[src/rtl/pc_attack_engine.sv]
`timescale 1ns/1ps
// -----------------------------------------------------------------------------
// pc_attack_engine
//
// Plays the PC's move while the game FSM sits in PC_TURN. The engine draws
// pseudo-random cells from an 8-bit LFSR until it finds one that has not been
// attacked yet. After MAX_TRIES rejected draws it falls back to a linear scan.
// It waits THINK_CYCLES so the move is visible on screen, then fires. The shot
// is resolved against the player's ship map, and the attack/hit maps read by
// the VGA renderer are updated.
//
// Ports:
//   clk                system clock, all state changes on the rising edge
//   rst                asynchronous active-low reset
//   setup_State        game in SETUP: clear maps, load ship count, arm engine
//   pc_turn_State      game in PC_TURN: one move per visit
//   player_ship_map    1 = cell holds a player ship part (row-major)
//   pc_has_move        one-cycle pulse, move finished
//   player_ships_zero  armed and no unhit player ship cells left
//   pc_attacked_map    1 = PC has attacked this cell
//   pc_hit_map         1 = attacked cell was a ship
//   last_target        index of the most recently fired cell
//   last_hit           most recent shot was a hit
//   busy               engine not idle
// -----------------------------------------------------------------------------
module pc_attack_engine #(
    parameter int         BOARD_N      = 5,
    parameter int         CELL_W       = 5,
    parameter logic [7:0] LFSR_SEED    = 8'hA5,
    parameter int         MAX_TRIES    = 16,
    parameter int         THINK_CYCLES = 25_000_000
) (
    input  logic                         clk,
    input  logic                         rst,
    input  logic                         setup_State,
    input  logic                         pc_turn_State,
    input  logic [BOARD_N*BOARD_N-1:0]   player_ship_map,
    output logic                         pc_has_move,
    output logic                         player_ships_zero,
    output logic [BOARD_N*BOARD_N-1:0]   pc_attacked_map,
    output logic [BOARD_N*BOARD_N-1:0]   pc_hit_map,
    output logic [CELL_W-1:0]            last_target,
    output logic                         last_hit,
    output logic                         busy
);

    localparam int CELLS   = BOARD_N * BOARD_N;
    localparam int TRIES_W = (MAX_TRIES > 1) ? $clog2(MAX_TRIES) : 1;

    // The cell count is compared one bit wider so that a board exactly filling
    // the index space (2**CELL_W == CELLS) does not wrap to zero.
    localparam logic [CELL_W:0]    CELLS_EXT  = (CELL_W+1)'(CELLS);
    localparam logic [CELL_W-1:0]  LAST_IDX   = CELL_W'(CELLS - 1);
    localparam logic [TRIES_W-1:0] TRIES_LAST = TRIES_W'(MAX_TRIES - 1);
    // With THINK_CYCLES = 0 the terminal count is 0, so THINK lasts exactly
    // one cycle.
    localparam logic [31:0] THINK_LAST =
        (THINK_CYCLES == 0) ? 32'd0 : 32'(THINK_CYCLES - 1);

    typedef enum logic [2:0] {
        IDLE,
        PICK,
        SCAN,
        THINK,
        FIRE,
        DONE,
        WAIT
    } state_t;

    state_t              state_reg,     state_next;
    logic [7:0]          lfsr_reg,      lfsr_next;
    logic [CELL_W:0]     remaining_reg, remaining_next;
    logic                armed_reg,     armed_next;
    logic [TRIES_W-1:0]  tries_reg,     tries_next;
    logic [31:0]         think_reg,     think_next;
    logic [CELL_W-1:0]   scan_reg,      scan_next;
    logic [CELL_W-1:0]   target_reg,    target_next;
    logic [CELLS-1:0]    attacked_reg,  attacked_next;
    logic [CELLS-1:0]    hit_reg,       hit_next;
    logic [CELL_W-1:0]   last_target_reg, last_target_next;
    logic                last_hit_reg,    last_hit_next;

    // Ship-part count of the player's map, built as a prefix-sum chain.
    logic [CELL_W:0] pop_acc [0:CELLS];

    assign pop_acc[0] = '0;

    generate
        for (genvar gi = 0; gi < CELLS; gi++) begin : g_popcount
            assign pop_acc[gi+1] = pop_acc[gi] + {{CELL_W{1'b0}}, player_ship_map[gi]};
        end
    endgenerate

    // Fibonacci LFSR, taps 8,6,5,4: shift left, feed back into bit 0.
    logic [7:0]        lfsr_step;
    logic [CELL_W-1:0] cand;
    logic              cand_free;

    assign lfsr_step = {lfsr_reg[6:0], lfsr_reg[7] ^ lfsr_reg[5] ^ lfsr_reg[4] ^ lfsr_reg[3]};
    assign cand      = lfsr_step[CELL_W-1:0];
    // The range test short-circuits the map lookup for out-of-board indices.
    assign cand_free = ({1'b0, cand} < CELLS_EXT) && !attacked_reg[cand];

    always_ff @(posedge clk or negedge rst) begin
        if (!rst) begin
            state_reg       <= IDLE;
            lfsr_reg        <= LFSR_SEED;
            remaining_reg   <= '0;
            armed_reg       <= 1'b0;
            tries_reg       <= '0;
            think_reg       <= '0;
            scan_reg        <= '0;
            target_reg      <= '0;
            attacked_reg    <= '0;
            hit_reg         <= '0;
            last_target_reg <= '0;
            last_hit_reg    <= 1'b0;
        end else begin
            state_reg       <= state_next;
            lfsr_reg        <= lfsr_next;
            remaining_reg   <= remaining_next;
            armed_reg       <= armed_next;
            tries_reg       <= tries_next;
            think_reg       <= think_next;
            scan_reg        <= scan_next;
            target_reg      <= target_next;
            attacked_reg    <= attacked_next;
            hit_reg         <= hit_next;
            last_target_reg <= last_target_next;
            last_hit_reg    <= last_hit_next;
        end
    end

    always_comb begin
        state_next       = state_reg;
        lfsr_next        = lfsr_reg;
        remaining_next   = remaining_reg;
        armed_next       = armed_reg;
        tries_next       = tries_reg;
        think_next       = think_reg;
        scan_next        = scan_reg;
        target_next      = target_reg;
        attacked_next    = attacked_reg;
        hit_next         = hit_reg;
        last_target_next = last_target_reg;
        last_hit_next    = last_hit_reg;

        if (setup_State) begin
            attacked_next  = '0;
            hit_next       = '0;
            remaining_next = pop_acc[CELLS];
            armed_next     = 1'b1;
            state_next     = IDLE;
        end else begin
            unique case (state_reg)
                IDLE: begin
                    if (pc_turn_State && armed_reg) begin
                        state_next = PICK;
                        tries_next = '0;
                    end
                end

                PICK: begin
                    if (!pc_turn_State) begin
                        state_next = IDLE;
                    end else begin
                        lfsr_next = lfsr_step;
                        if (cand_free) begin
                            target_next = cand;
                            think_next  = '0;
                            state_next  = THINK;
                        end else if (tries_reg == TRIES_LAST) begin
                            scan_next  = '0;
                            state_next = SCAN;
                        end else begin
                            tries_next = tries_reg + 1'b1;
                        end
                    end
                end

                SCAN: begin
                    if (!pc_turn_State) begin
                        state_next = IDLE;
                    end else if (!attacked_reg[scan_reg]) begin
                        target_next = scan_reg;
                        think_next  = '0;
                        state_next  = THINK;
                    end else if (scan_reg == LAST_IDX) begin
                        // Board is full: finish the turn without firing.
                        state_next = DONE;
                    end else begin
                        scan_next = scan_reg + 1'b1;
                    end
                end

                THINK: begin
                    if (!pc_turn_State) begin
                        state_next = IDLE;
                    end else if (think_reg == THINK_LAST) begin
                        state_next = FIRE;
                    end else begin
                        think_next = think_reg + 32'd1;
                    end
                end

                FIRE: begin
                    attacked_next[target_reg] = 1'b1;
                    last_target_next          = target_reg;
                    last_hit_next             = player_ship_map[target_reg];
                    if (player_ship_map[target_reg]) begin
                        hit_next[target_reg] = 1'b1;
                        if (remaining_reg != '0) begin
                            remaining_next = remaining_reg - 1'b1;
                        end
                    end
                    state_next = DONE;
                end

                DONE: begin
                    state_next = WAIT;
                end

                WAIT: begin
                    // Hold until the game leaves PC_TURN so a long turn
                    // level never produces a second move.
                    if (!pc_turn_State) begin
                        state_next = IDLE;
                    end
                end

                default: begin
                    state_next = IDLE;
                end
            endcase
        end
    end

    assign pc_has_move       = (state_reg == DONE);
    assign busy              = (state_reg != IDLE);
    assign player_ships_zero = armed_reg && (remaining_reg == '0);
    assign pc_attacked_map   = attacked_reg;
    assign pc_hit_map        = hit_reg;
    assign last_target       = last_target_reg;
    assign last_hit          = last_hit_reg;

endmodule
[config.mk]
export PLATFORM = sky130hd
export DESIGN_NAME = pc_attack_engine
export DESIGN_NICKNAME = d
export VERILOG_FILES = /design/src/rtl/pc_attack_engine.sv
export SDC_FILE = /design/constraint.sdc
export NUM_CORES = 1
export LEC_CHECK = 0
export CORE_MARGIN = 1
export CORE_UTILIZATION = 47
export DETAILED_ROUTE_END_ITERATION = 8
export PLACE_DENSITY = 0.67
export SYNTH_ARGS = -nofsm -noshare
export SYNTH_HDL_FRONTEND = slang
export SYNTH_SLANG_ARGS = --single-unit
[constraint.sdc]
create_clock -name clk -period 5.3 [get_ports clk]
set_input_delay 1.325 -clock clk [delete_from_list [all_inputs] [get_ports clk]]
set_output_delay 1.325 -clock clk [all_outputs]
set_load 0.005 [all_outputs]
After elaboration in Yosys (flattened, before gate mapping)
Index checks and enable logic that the tools add are counted.
- add/sub/neg operators: 28
- $lt $le $gt $ge: 5
- equality and inequality tests: 26
- mux-type cells: 53
- bitwise logic cells: 6
- reductions and logical operators: 24
- operator list (cell ; count):
    $mux W32 ; 6
    $mux W25 ; 5
    $add A6 B1 Y6 ; 19
    $pmux W32 S3 ; 1
    $mux W5 ; 10
    $or A25 B25 Y25 ; 2
    $mux W3 ; 11
    $add A32 B1 Y32 const B ; 1
    $eq A32 B25 Y1 const B ; 1
    $mux W6 ; 4
    $ne A2 B2 Y1 const B ; 12
    $pmux W3 S7 ; 1
    $pmux W5 S2 ; 2
    $lt A5 B6 Y1 const B ; 3
    $mux W4 ; 4
    $reduce_and A8 Y1 ; 2
    $bmux W1 S5 ; 3
    $reduce_and A6 Y1 ; 2
    $ne A5 B5 Y1 const B ; 2
    $reduce_bool A2 Y1 ; 5
    $eq A3 B3 Y1 const B ; 3
    $pmux W4 S2 ; 1
    $add A5 B1 Y6 ; 1
    $eq A3 B2 Y1 const B ; 2
    27 further kinds ; 39
- bits in registers: 120
- input port bits: 29
- output and inout bits: 59
- logic and storage cells: 154

Depth between registers and ports, before layout
Gate-level depths: netlist (run 1).
- word-level depth: 25
- mapped depth: 15

Worst setup path before layout (run 1)
Ideal clock, no wire load.
- kind: input port to flip-flop
- start: input port player_ship_map[0]
- end: register remaining_reg[4]
- setup time: 0.066 ns
- data arrival time: 4.951 ns
- required time: 5.234 ns
- slack: 0.283 ns
- stages on the path: 12
- buffers on the path: 0
- path through: inv_1 > fa_1 > fa_1 > fa_1 > fa_1 > fa_1 > fa_1 > fa_1 > nor2b_1 > o21ai_0 > nand3b_1 > o31a_1
- longest elaborated chain between the ends: 25
- elaborated cells between the ends (all ways): 29
- ends and longest elaborated chain (what ; line ; text):
    start: declaration ; 37 ; input logic [BOARD_N*BOARD_N-1:0] player_ship_map,
    $add A1 B1 Y2 ; 90 ; assign pop_acc[gi+1] = pop_acc[gi] + {{CELL_W{1'b0}}, player_ship_map[gi]};
    $add A2 B1 Y3 ; 90 ;
    $add A3 B1 Y4 ; 90 ;
    $add A4 B1 Y5 ; 90 ;
    $add A5 B1 Y6 ; 90 ;
    $add A6 B1 Y6 (19 in a row) ; 90 ;
    $mux W6 ; 148 ; if (setup_State) begin
    end signal: assignment ; 121 ; remaining_reg <= remaining_next;
    end: declaration ; 72 ; logic [CELL_W:0] remaining_reg, remaining_next;
Several ways; a longest one is shown, not always the timed one. The select of a mux whose other input is x is not followed.
A chain may end at the register's enable or synchronous reset.

Worst setup path in the final report (run 1)
Ends and elaborated chain as after synthesis.

==> metrics.cfg, run 1 <==
[pwr]
seqPwrFrac_pct=36.2
powerDensity_nw_per_um2=307
leakage_uw=0.00380
cellInternalPower_uw=1920
vdd_ir_drop_max_uv=246
netSwitchingFraction_pct=28.8
p_sw_uw=780
pwr-share-clk_pct=42.7
comb_power_share_pct=21.1

[synthesis]
synth-main-ff-cell=dfrtp_1
synth_nets=816
synth.cell_area_um2=7240
synth_cells=759
synth_seq_cells=120
synthArstFlopShare_pct=100
synth_cell_types=70
yosysWarnings=0
yosysSeqAreaShare_pct=41.5
avgSynthCellArea_um2=9.54
synth-edff-count=0

[status]
outcome=completed

[cts]
cts_made_buffers=17
cts.clk_slew.worst_paths_ns=0.06
ctsRootBufferMaster=clkbuf_16
insertion_delay_ns=0.42
cts_tree=done
ctsLongestPathBuffers=2
cts.htree.levels=4
post-cts-setup-buffers=0
cts.sinks=120

[sta]
drv_slew=0
skew_ns=0.0103
max-slew-margin-rel_pct=18.8
rsz0062_at_grt=no
tns_ns=0
period_minus_slack_ns=5.18
worstMarginPinSlew_ns=1.21
max_freq_mhz=193
setup_viol=0
final.setup.worst_slack_ns=0.125
hold_violations=0
period_share_pct=97.6

[critical_path]
critPathSlowestCell=fa_1
critical_path.cell_chain=clkdlybuf4s50_1 -> inv_1 -> fa_1 -> fa_1 -> fa_1 -> fa_1 -> fa_1 -> fa_2 -> fa_2 -> nor2b_1 -> o21ai_0 -> nand3b_1 -> o31a_1
cpMostUsedCell=fa_1
cp.depth=13
required_ns=5.66
critPathArrivalTime_ns=5.53
critPathBufInv=2
start_kind=primary input
critical_path_class=primary input to flip-flop
path_max_fanout=2
r2r.worst_path.cells=8
cp-end-kind=flip-flop
max_stage_delay_ns=0.56
cpLargestDelayFamily=adder cells

[finish]
finalNonFillerCells=1026
antennaDiodeCount=0
area_delta_synth_final_pct=21.6
drive_above_1_share_pct=11.2
stdcell_area_um2=8800
fin_nets=886
largest_reg_flops=32
final_core_util_pct=59.7

[floorplan]
die_h_um=126
rows=44
die_x_um=126
die-area_um2=15900
io_pins=88
start_util_pct=49.1
core-area_um2=14800

[drt]
drt-total-wl_mm=18.3
dr.pass1.iters=5
drtIter0Drc=558
vias_per_cell=5.98
vias=6140
post_drt_wl_per_cell_um=17.8
route.detailed.drc=0
ant_nets=0

[placed_design]
place_ws_ns=-0.416
placed_cell_area_um2=8210
gp_congestion=0.843
dpl.hpwl_mm=13.0
dp.cells=994
io_buffers=87

[worst_hold_path]
whs_path_depth=1
min_path_type=flip-flop to flip-flop

[job]
max-cap-violations=0

[global_routing]
grt_usage_pct=24.2
grt_antenna_before_repair=1
grt_pass1_vias=5929
grt_pass1_wl_mm=30.5
grt_max_degree=68
grt_overflow=0

-- kinds of logic after synthesis --
family / after synthesis / share of synthesized area (%)
AO/OA/AOI/OAI: 198 / 18.6
adder cells (fa/ha/maj): 28 / 6.71
XOR/XNOR: 9 / 1.09
buffers and inverters: 105 / 5.81
multiplexers: 43 / 8.37
flip-flops: 120 / 41.5
AND/OR/NAND/NOR: 256 / 17.9
-- worst reg2reg max path: cells and delay by family (launching register included) --
kind,cells,cell delay [ns]
AND/OR/NAND/NOR,3,1.09
multiplexers,1,0.58
flip-flops,1,0.63
AO/OA/AOI/OAI,3,1.01
buffers and inverters,1,0.28
-- Yosys cell counts, types with 4 or more instances --
cell type	number	area share [%]
a21oi_1	57	3.9
a31oi_1	19	1.6
and2_1	11	0.95
and3_1	11	0.95
and4_1	5	0.60
buf_2	9	0.62
clkbuf_1	31	1.6
dfrtp_1	116	40
dfstp_2	4	1.5
fa_1	18	5.0
ha_1	10	1.7
inv_1	60	3.1
mux2_1	7	1.1
mux2_2	13	2.0
mux2i_1	11	1.5
mux4_2	12	3.7
nand2_1	47	2.4
nand2b_1	12	1.0
nand3_1	22	1.5
nand4_1	6	0.52
nor2_1	80	4.1
nor2b_1	10	0.86
nor3_1	15	1.0
nor3b_1	6	0.62
o21ai_0	21	1.5
o21ai_1	14	0.97
o31ai_1	35	3.6
o31ai_2	13	2.2
o41ai_1	4	0.48
or3_1	8	0.69
xnor2_1	6	0.73
-- layout make-up --
class	count	area [um^2]
Timing Repair Buffer	96	931
Tap cell	184	230
Clock buffer	17	425
Fill cell	1264	5950
Sequential cell	120	3010
Clock inverter	15	165
Inverter	60	225
Multi-Input combinational cell	534	3820
-- stage by stage --
| step | hold slack [ns] | total power, uW |
|---|---|---|
| after detailed placement | 0.480 | 1560 |
| after global placement | 0.476 | 1530 |
| final | 0.494 | 2700 |
| after global routing | 0.510 | 2860 |
| after CTS | 0.495 | 2720 |
| after floorplan | 0.457 | 1400 |
-- power groups by stage --
stage,Combinational (uW),Clock [uW],Sequential [uW]
2_1_floorplan,416,0,981
3_3_place_gp,539,0,994
3_5_place_dp,564,0,996
4_1_cts,568,1170,980
5_1_grt,653,1220,985
6_report,570,1150,980
-- placed cells by master, fill, tap and decap left out, types with 12 or more instances in the layout --
cell and instances:
clkbuf_16 17, o21ai_0 21, clkdlybuf4s50_1 85, o31ai_2 13, nand3_1 22, nor2_1 80
fa_1 16, a31oi_1 19, nand2b_1 12, nor3_1 15, mux4_2 12, nand2_1 47
o21ai_1 14, dfrtp_1 116, inv_1 60, mux2_2 13, o31ai_1 35, a21oi_1 57
-- path summary, 6_finish.rpt --
path | start | to | slack, ns
setup / recovery | player_ship_map[0] | remaining_reg[4] | 0.12
hold / removal | think_reg[22] | think_reg[22] | 0.49
setup reg to reg | scan_reg[0] | think_reg[11] | 1.59
hold reg to reg | think_reg[22] | think_reg[22] | 0.49
max in group asynchronous | rst | think_reg[5] | 3.35
min in group asynchronous | rst | pc_attacked_map[22] | 0.93
-- repair_timing --
| item | in CTS | in global routing |
|---|---|---|
| setup endpoints to repair | 0 | 1 |
| gates resized for setup | 0 | 2 |
| hold buffers | 0 | 0 |
-- routing by layer --
layer  wire (um)  part of all wire [%]  up-vias  global-route usage, %
li1            -                     -     2868                      -
met1        8450                    46     3063                   33.3
met2        8670                    47      189                   38.6
met3         988                   5.4       18                   5.35
met4         168                  0.92        2                   6.95
met5          11                 0.060        -                      0
No activity file was read; power rests on OpenSTA's default activity.
==> run 2, diff against run 1 <==
Settings changed: PLACE_DENSITY 0.67 to 0.7.
Clock period 5.3 ns to 4.3 ns, I/O delays scaled along.
==> metrics.cfg, run 2 (synthesis results as in run 1) <==
[cts]
cts_tree=done
cts-hold-fix-buffers=0  ; unchanged
cts.htree.levels=4  ; unchanged
cts.clk_slew.worst_paths_ns=0.06  ; about the same
ctsRootBufferMaster=clkbuf_16
cts.sinks=120  ; unchanged
cts_made_buffers=17  ; unchanged
post-cts-setup-buffers=0  ; unchanged
insertion_delay_ns=0.43  ; about the same
ctsLongestPathBuffers=2  ; unchanged

[pwr]
powerDensity_nw_per_um2=389  ; +27%
netSwitchingFraction_pct=31.8  ; +3.0 points
pwr-share-clk_pct=41.4  ; -1.3 points
leakage_uw=0.00383  ; +0.83%
seqPwrFrac_pct=35.2  ; -1.0 points
comb_power_share_pct=23.3  ; +2.2 points
cellInternalPower_uw=2340  ; +22%
finalPower_uw=3440  ; +27%
vdd_ir_drop_max_uv=328  ; +33%
p_sw_uw=1090  ; +40%

[critical_path]
cpLargestDelayFamily=adder cells
cpMostUsedCell=fa_1
cp.depth=13  ; unchanged
required_ns=4.65  ; -1.01 ns
critical_path_class=primary input to flip-flop
critPathArrivalTime_ns=4.88  ; -0.65 ns
critPathSlowestCell=fa_2
path_max_fanout=2  ; unchanged
timing.rr.start=scan_reg[0]
reg2reg_setup_slack_ns=0.61  ; -0.98 ns
r2r.worst_path.cells=7  ; -1
start_kind=primary input
critical_path.cell_chain=buf_6 -> inv_2 -> fa_1 -> fa_2 -> fa_1 -> fa_1 -> fa_1 -> fa_2 -> fa_2 -> nor2b_1 -> o21ai_1 -> nand3b_1 -> o31a_1
cp-end-kind=flip-flop
critPathBufInv=2  ; unchanged
max_stage_delay_ns=0.56  ; about the same
reg2reg_to=think_reg[11]

[finish]
drive_above_1_share_pct=14.2  ; +3.1 points
fin_nets=887  ; +0.11%
final_common_cell=dfrtp_1
area_delta_synth_final_pct=21.9
largest_reg_flops=32  ; unchanged
fillCellCount=1269  ; +0.40%
antennaDiodeCount=0  ; unchanged
stdcell_area_um2=8820  ; +0.27%
regArea_um2=3010  ; unchanged
multiInputGateArea_um2=3830  ; +0.26%
mostFrequentLayoutCells=dfrtp_1 (116), nor2_1 (80), clkdlybuf4s50_1 (73)

[floorplan]
start_util_pct=49.1  ; unchanged
die-area_um2=15900  ; unchanged
die_x_um=126  ; unchanged
die_h_um=126  ; unchanged
rows=44  ; unchanged
io_pins=88  ; unchanged
core-area_um2=14800  ; unchanged

[sta]
tns_ns=-0.551  ; -0.551 ns
hold_violations=0  ; unchanged
worstMarginPinSlew_ns=1.14  ; -0.0634 ns
rsz0062_at_grt=yes
period_minus_slack_ns=4.52
setup_viol=4  ; +4
max_freq_mhz=221
max-slew-margin-rel_pct=23.1  ; +4.3 points
final.setup.worst_slack_ns=-0.223  ; -0.348 ns
drv_slew=0  ; unchanged
skew_ns=0.0117  ; +0.00140 ns
period_share_pct=105

[drt]
ant_nets=0  ; unchanged
dr.pass1.iters=5  ; unchanged
drt-total-wl_mm=18.8  ; +2.9%
post_drt_wl_per_cell_um=18.3  ; +2.8%
vias_per_cell=6.05  ; +1.1%
drtIter0Drc=459  ; -18%
vias=6211  ; +1.2%
route.detailed.drc=0  ; unchanged

[worst_hold_path]
worstHoldStart=think_reg[22]
whs_path_depth=1  ; unchanged
min_path_type=flip-flop to flip-flop
worstHoldEndpoint=think_reg[22]

[global_routing]
grt_overflow=0  ; unchanged
grt_pass1_wl_mm=31.7  ; +4.1%
grt_pass1_vias=6192  ; +4.4%
grt_max_degree=68  ; unchanged
grt_usage_pct=25.0  ; +0.82 points
grt_antenna_before_repair=1  ; unchanged

[placed_design]
io_buffers=87  ; unchanged
gp_congestion=0.873  ; +3.5%
placed_cell_area_um2=8240  ; +0.44%
dpl.hpwl_mm=13.0  ; about the same

[status]
violations=negative setup slack
outcome=finished with violations

[job]
max-cap-violations=0  ; unchanged

run 2: changes by cell type in the layout (fill, tap and decap cells not counted), sizes merged:
| cell | previous run | this run |
|---|---|---|
| clkdlybuf4s50 | 85 | 73 |
| buf | 11 | 24 |
| clkinvlp | 4 | 0 |
| inv | 67 | 71 |
| bufinv | 2 | 0 |
| clkinv | 2 | 4 |
run 2: per-layer routing:
layer  part of all wire (%)  GRT usage [%]
met5                  0.064              0
met4                    1.1           5.95
met3                    5.9           6.33
met2                     48           40.3
met1                     45           34.0
run 2: cell type report:
| cell class | count | area share (%) |
|---|---|---|
| Sequential cell | 120 | 34.1 |
| Timing Repair Buffer | 97 | 10.5 |
| Clock inverter | 15 | 1.94 |
| Multi-Input combinational cell | 534 | 43.4 |
| Clock buffer | 17 | 4.82 |
| Inverter | 60 | 2.67 |
| Tap cell | 184 | 2.61 |
run 2: worst max path at each step:
stage | start | slack (ns) | to
global placement | player_ship_map[15] | -1.02 | remaining_reg[4]
finish | player_ship_map[3] | -0.22 | remaining_reg[4]
detailed placement | player_ship_map[15] | -1.11 | remaining_reg[4]
CTS | player_ship_map[17] | -0.35 | remaining_reg[4]
floorplan | player_ship_map[15] | -0.34 | remaining_reg[4]
global route | player_ship_map[13] | -0.34 | remaining_reg[4]
run 2: repair_timing:
action / CTS / global route
resized for setup: 48 / 21
setup endpoints to repair: 5 / 4
pin swaps: 14 / 19
endpoints found under the hold margin: 0 / 0
run 2: per-stage QoR:
step	cells	hold slack, ns	setup WS [ns]	util [%]
final	1027	0.502	-0.223	59.8
after global routing	1027	0.515	-0.340	59.8
after CTS	1027	0.498	-0.345	59.7
after detailed placement	995	0.486	-1.11	55.9
after global placement	995	0.479	-1.02	55.9
after floorplan	759	0.457	-0.343	-
run 2: power by group through the flow:
stage	logic, uW	clock network, uW	registers (uW)
after floorplan	537	0	1210
after global placement	724	0	1220
after CTS	806	1440	1210
final	802	1420	1210
after detailed placement	782	0	1230
after global routing	909	1490	1210
run 2: worst reg2reg max path, stage by stage (launching register included):
cell	delay, ns
dfrtp_1	0.63
mux4_2	0.58
and3_1	0.18
a31o_1	0.19
or3_4	0.36
a2111o_1	0.70
or3_4	0.60
o41ai_1	0.35
